File: config.mk
export PLATFORM = sky130hd
export DESIGN_NAME = fifo_word_reader_flat
export DESIGN_NICKNAME = d
export VERILOG_FILES = /design/src/rtl/fifo_word_reader_pkg.sv /design/src/rtl/fifo_word_reader_if.sv /design/src/rtl/fifo_word_reader.sv /design/src/flat_wrapper.sv
export SDC_FILE = /design/constraint.sdc
export NUM_CORES = 1
export LEC_CHECK = 0
export CORE_MARGIN = 10
export CORE_UTILIZATION = 31
export CTS_CLUSTER_DIAMETER = 30
export CTS_CLUSTER_SIZE = 16
export DETAILED_ROUTE_END_ITERATION = 10
export PLACE_DENSITY = 0.58
export SYNTH_ARGS = -nofsm -noshare
export SYNTH_HDL_FRONTEND = slang
export SYNTH_SLANG_ARGS = --single-unit
File: constraint.sdc
create_clock -name clk -period 1.2 [get_ports clk]
set_input_delay 0.3 -clock clk [delete_from_list [all_inputs] [get_ports clk]]
set_output_delay 0.3 -clock clk [all_outputs]
set_load 0.01 [all_outputs]
File: src/rtl/fifo_word_reader_pkg.sv
// Shared widths, lane helpers and FSM encoding for the FIFO byte-to-word reader.
package fifo_rd_pkg;

  localparam int BYTE_W     = 8;
  localparam int WORD_BYTES = 4;
  localparam int WORD_W     = BYTE_W * WORD_BYTES;
  localparam int LANE_W     = $clog2(WORD_BYTES);

  localparam logic [LANE_W-1:0] LAST_LANE = LANE_W'(WORD_BYTES - 1);

  typedef enum logic [1:0] {
    FETCH   = 2'd0,
    CAPTURE = 2'd1,
    OUT     = 2'd2
  } rd_state_e;

  function automatic logic [WORD_BYTES-1:0] lane_mask(input logic [LANE_W-1:0] lane);
    return WORD_BYTES'(1) << lane;
  endfunction

endpackage

File: src/rtl/fifo_word_reader_if.sv
// FIFO-side and word-stream-side signals of the reader, bundled for port use.
interface fifo_word_reader_if;
  import fifo_rd_pkg::*;

  logic              fifo_empty;
  logic              fifo_full;
  logic              fifo_wr;
  logic [BYTE_W-1:0] fifo_dout;
  logic              fifo_rd;
  logic              flush;
  logic [WORD_W-1:0] m_data;
  logic [WORD_BYTES-1:0] m_keep;
  logic              m_valid;
  logic              m_ready;

  // Reader view.
  modport master (
    input  fifo_empty, fifo_full, fifo_wr, fifo_dout, flush, m_ready,
    output fifo_rd, m_data, m_keep, m_valid
  );

  // Environment view: FIFO plus word consumer.
  modport slave (
    output fifo_empty, fifo_full, fifo_wr, fifo_dout, flush, m_ready,
    input  fifo_rd, m_data, m_keep, m_valid
  );

endinterface

File: src/rtl/fifo_word_reader.sv
// Pulls bytes from a registered-output sync FIFO and packs them little-endian
// into 32-bit words, with an optional flush to emit a partial word.
module fifo_word_reader
  import fifo_rd_pkg::*;
(
  input  logic               clk,
  input  logic               rst,
  fifo_word_reader_if.master bus
);

  rd_state_e             state_q, state_d;
  logic [LANE_W-1:0]     byte_cnt_q, byte_cnt_d;
  logic [WORD_W-1:0]     data_q, data_d;
  logic [WORD_BYTES-1:0] keep_q, keep_d;

  logic rd_req;
  logic wr_wins;
  logic rd_acc;

  // The FIFO services a same-cycle write instead of our read, so a colliding
  // read is simply retried from FETCH on the next cycle.
  always_comb begin
    rd_req  = (state_q == FETCH) && !bus.fifo_empty;
    wr_wins = bus.fifo_wr && !bus.fifo_full;
    rd_acc  = rd_req && !bus.fifo_empty && !wr_wins;

    state_d    = state_q;
    byte_cnt_d = byte_cnt_q;
    data_d     = data_q;
    keep_d     = keep_q;

    case (state_q)
      FETCH: begin
        if (rd_acc) begin
          state_d = CAPTURE;
        end else if (bus.flush && (byte_cnt_q != '0)) begin
          state_d = OUT;
        end
      end

      CAPTURE: begin
        // FIFO read data is registered: it is valid the cycle after the read.
        for (int k = 0; k < WORD_BYTES; k++) begin
          if (byte_cnt_q == LANE_W'(k)) begin
            data_d[k*BYTE_W +: BYTE_W] = bus.fifo_dout;
          end
        end
        keep_d     = keep_q | lane_mask(byte_cnt_q);
        byte_cnt_d = byte_cnt_q + LANE_W'(1);
        state_d    = (byte_cnt_q == LAST_LANE) ? OUT : FETCH;
      end

      OUT: begin
        if (bus.m_ready) begin
          state_d    = FETCH;
          byte_cnt_d = '0;
          data_d     = '0;
          keep_d     = '0;
        end
      end

      default: begin
        state_d    = FETCH;
        byte_cnt_d = '0;
        data_d     = '0;
        keep_d     = '0;
      end
    endcase
  end

  // Word contents are cleared on reset as well, so a reset always discards a
  // partially collected word.
  always_ff @(posedge clk) begin
    if (rst) begin
      state_q    <= FETCH;
      byte_cnt_q <= '0;
      data_q     <= '0;
      keep_q     <= '0;
    end else begin
      state_q    <= state_d;
      byte_cnt_q <= byte_cnt_d;
      data_q     <= data_d;
      keep_q     <= keep_d;
    end
  end

  assign bus.fifo_rd = rd_req;
  assign bus.m_valid = (state_q == OUT);
  assign bus.m_data  = data_q;
  assign bus.m_keep  = keep_q;

endmodule
File: src/flat_wrapper.sv
// flat-port wrapper written by rule: the top's interface ports become plain ports
module fifo_word_reader_flat import fifo_rd_pkg::*;
  (clk, rst, bus_fifo_empty, bus_fifo_full, bus_fifo_wr, bus_fifo_dout, bus_flush, bus_m_ready, bus_fifo_rd, bus_m_data, bus_m_keep, bus_m_valid);
  fifo_word_reader_if bus_i ();
  input  logic clk;
  input  logic rst;
  input wire logic [$bits(bus_i.fifo_empty)-1:0] bus_fifo_empty;
  input wire logic [$bits(bus_i.fifo_full)-1:0] bus_fifo_full;
  input wire logic [$bits(bus_i.fifo_wr)-1:0] bus_fifo_wr;
  input wire logic [$bits(bus_i.fifo_dout)-1:0] bus_fifo_dout;
  input wire logic [$bits(bus_i.flush)-1:0] bus_flush;
  input wire logic [$bits(bus_i.m_ready)-1:0] bus_m_ready;
  output wire logic [$bits(bus_i.fifo_rd)-1:0] bus_fifo_rd;
  output wire logic [$bits(bus_i.m_data)-1:0] bus_m_data;
  output wire logic [$bits(bus_i.m_keep)-1:0] bus_m_keep;
  output wire logic [$bits(bus_i.m_valid)-1:0] bus_m_valid;
  assign bus_i.fifo_empty = bus_fifo_empty;
  assign bus_i.fifo_full = bus_fifo_full;
  assign bus_i.fifo_wr = bus_fifo_wr;
  assign bus_i.fifo_dout = bus_fifo_dout;
  assign bus_i.flush = bus_flush;
  assign bus_i.m_ready = bus_m_ready;
  assign bus_fifo_rd = bus_i.fifo_rd;
  assign bus_m_data = bus_i.m_data;
  assign bus_m_keep = bus_i.m_keep;
  assign bus_m_valid = bus_i.m_valid;
  fifo_word_reader u_core (.clk(clk), .rst(rst), .bus(bus_i));
endmodule
==> flow_summary.json <==
{
  "rows": 25,
  "clk_pin_slew_worst_paths_ns": 0.08,
  "synth_nets": 151,
  "synth.distinct_cells": 27,
  "die_y_um": 90.5,
  "grt_first_pass_wirelength_um": 7990,
  "grt_max_degree": 17,
  "rrSetupSlack_ns": -0.07,
  "drv_cap": 0,
  "fmax_ghz": 0.776,
  "synth_ff_type": "dfxtp_1",
  "avgViaCountPerCell": 5.20,
  "insertion_delay_ns": 0.30,
  "finalMaxSlewViolations": 0,
  "endpoint_kind": "primary output",
  "place_ws_ns": -0.670,
  "die_area_um2": 8190,
  "cts_max_path_buffers": 2,
  "yosysMostFrequentCell": "dfxtp_1",
  "avgSynthCellArea_um2": 11.7,
  "drt_iter0_drc": 87,
  "num-fill-cells": 433,
  "clock-root-buffer": "clkbuf_8",
  "grt_overflow": 0,
  "power_density_nw_per_um2": 1180,
  "r2r_end": "u_core.bus.m_data[11]",
  "grtUsageTotal": 0.120,
  "crit_fanout": 4,
  "grt_pass1_vias": 1494,
  "rsz0062_at_grt": "yes",
  "ys_seq_area_frac": 0.520,
  "hold_start": "u_core.bus.m_keep[3]",
  "coreArea_um2": 4750,
  "wire_per_inst_um": 18.5,
  "critPathBufInv": 1,
  "portBuffers": 52,
  "finalPower_uw": 3050,
  "violations": "negative setup slack",
  "drc_errors": 0,
  "dr.pass1.iters": 4,
  "cp_slowest_cell": "dfxtp_4",
  "synth_area_leaders": "dfxtp_1, a32o_1, a32o_2",
  "synthCells": 132,
  "gp_congestion": 0.864,
  "arrival_ns": 0.99,
  "numCtsBuffers": 5,
  "period_needed_ns": 1.29,
  "fin_ws_ns": -0.0883,
  "start_util": 0.324,
  "clock_skew_ns": 0.00705,
  "top_level_ports": 53,
  "syn2layout_area_growth_pct": 67.7,
  "finalCritPeriodShare": 1.07,
  "tightest_slew_ns": 0.261,
  "synth_top_area_share": 0.520,
  "r2r_cells": 4,
  "setup-violations-final": 35,
  "worstHoldEndpoint": "u_core.bus.m_keep[3]",
  "hold_class": "flop to flop",
  "synthTopCellsByCount": "dfxtp_1, a32o_1, nand2_1",
  "drt.antenna.violating_nets": 0,
  "htree_levels": 2,
  "antenna_cells": 0,
  "cpPeakStageDelay_ns": 0.37,
  "hold_viol": 0,
  "synth_edf_count": 0,
  "holdPathStages": 2,
  "synth.largest_area_cell": "dfxtp_1",
  "fin_util": 0.543,
  "die_w_um": 90.5,
  "r2r_start": "u_core.state_q[0]",
  "path_delay_family": "flip-flops",
  "cts_num_sinks": 40,
  "slew_headroom": 0.826,
  "nNetsFinal": 225,
  "dp_hpwl_um": 3460,
  "antenna_found_initial": 0,
  "num_vias": 1425,
  "syn_area_um2": 1540,
  "cts_tree": "yes",
  "vdd_drop_max_uv": 657,
  "leakage_uw": 0.00104,
  "worstPathCellList": "nor3_4 > buf_2",
  "required_ns": 0.90,
  "setup.worst_path.class": "flop to primary output",
  "async_reset_ff_frac": 0,
  "drive_above_1_share": 0.575,
  "totalWireLength_um": 5070,
  "synth_seq_cells": 40,
  "outcome": "complete, but fails checks",
  "holdBufCountCts": 0,
  "start_kind": "flop",
  "ys_warn_count": 0
}
registers in the layout (all words and copies together), names as in the netlist:
| name | cells |
|---|---|
| u_core.bus.m_data | 32 |
| u_core.bus.m_keep | 4 |
| u_core.byte_cnt_q | 2 |
| u_core.state_q | 2 |
timing repair:
| action | 4_1_cts | 5_1_grt |
|---|---|---|
| resized for setup | 134 | 50 |
| gates cloned | 1 | 0 |
| setup endpoints to repair | 73 | 72 |
| pin swaps | 11 | 27 |
| setup buffers | 6 | 1 |
area by class of cell:
class / instances / area [um^2] / share of cell area
Clock buffer: 6 / 82.6 / 0.0320
Tap cell: 67 / 83.8 / 0.0324
Sequential cell: 40 / 826 / 0.320
Multi-Input combinational cell: 80 / 883 / 0.342
Timing Repair Buffer: 77 / 659 / 0.255
Inverter: 2 / 10.0 / 0.00387
Clock inverter: 2 / 38.8 / 0.0150
tightest hold or removal path, delay by kind of cell, from the launching register on:
family / cells / cell delay, ns
simple gates: 1 / 0.05
flops: 1 / 0.31
compound gates: 1 / 0.06
worst max path at each step:
stage | startpoint | endpoint | slack [ns] | cells past startpoint
4_1_cts | u_core.state_q[1] | bus_fifo_rd | -0.10 | 2
3_5_place_dp | bus_m_ready | u_core.bus.m_data[11] | -0.67 | 4
6_report | u_core.state_q[0] | bus_fifo_rd | -0.09 | 2
2_1_floorplan | u_core.byte_cnt_q[0] | u_core.bus.m_data[0] | -0.007 | 5
5_1_grt | u_core.byte_cnt_q[0] | u_core.state_q[1] | -0.14 | 6
3_3_place_gp | bus_m_ready | u_core.bus.m_data[15] | -0.59 | 4
layer usage:
layer / up-vias / global-route usage / routed length [um]
met2: 48 / 0.195 / 2430
li1: 668 / - / -
met5: - / 0 / 0
met3: 7 / 0.0416 / 293
met4: 0 / 0.0371 / 76
met1: 702 / 0.143 / 2270
through the flow:
| stage | hold slack [ns] | TNS, ns | cell area, um^2 | std cells |
|---|---|---|---|---|
| floorplan | 0.454 | -0.0546 | 1570 | 132 |
| global placement | 0.446 | -19.90 | 2220 | 258 |
| detailed placement | 0.452 | -21.80 | 2220 | 258 |
| CTS | 0.447 | -1.98 | 2600 | 273 |
| global route | 0.485 | -3.97 | 2580 | 274 |
| finish | 0.462 | -1.93 | 2580 | 274 |
report_power, final:
| group | leakage, uW | internal (uW) | switching [uW] |
|---|---|---|---|
| clock | 0.0000614 | 680 | 486 |
| sequential | 0.000331 | 1350 | 22.3 |
| combinational | 0.000647 | 265 | 250 |
| total | 0.00104 | 2290 | 758 |
cell usage in the layout, fill, tap and decap left out, drive strengths merged, types with 4 or more instances in the layout:
cell type	synthesis	final
nor2b	8	9
clkdlybuf4s50	0	11
a211o	4	4
buf	11	30
nor2	6	6
clkdlybuf4s15	0	13
a21oi	5	5
dfxtp	40	40
ha	4	4
a32o	32	32
a2bb2oi	4	4
clkbuf	0	26
nand2	7	7
cells by family after synthesis:
logic type / Yosys count / share of synthesized area
AOI/OAI and AO/OA: 49 / 0.292
DFF: 40 / 0.520
and+or+nand+nor: 25 / 0.0886
buffers and inverters: 13 / 0.0609
adders and majority gates: 4 / 0.0325
xor gates and xnor gates: 1 / 0.00569
No activity file was read; power rests on OpenSTA's default activity.
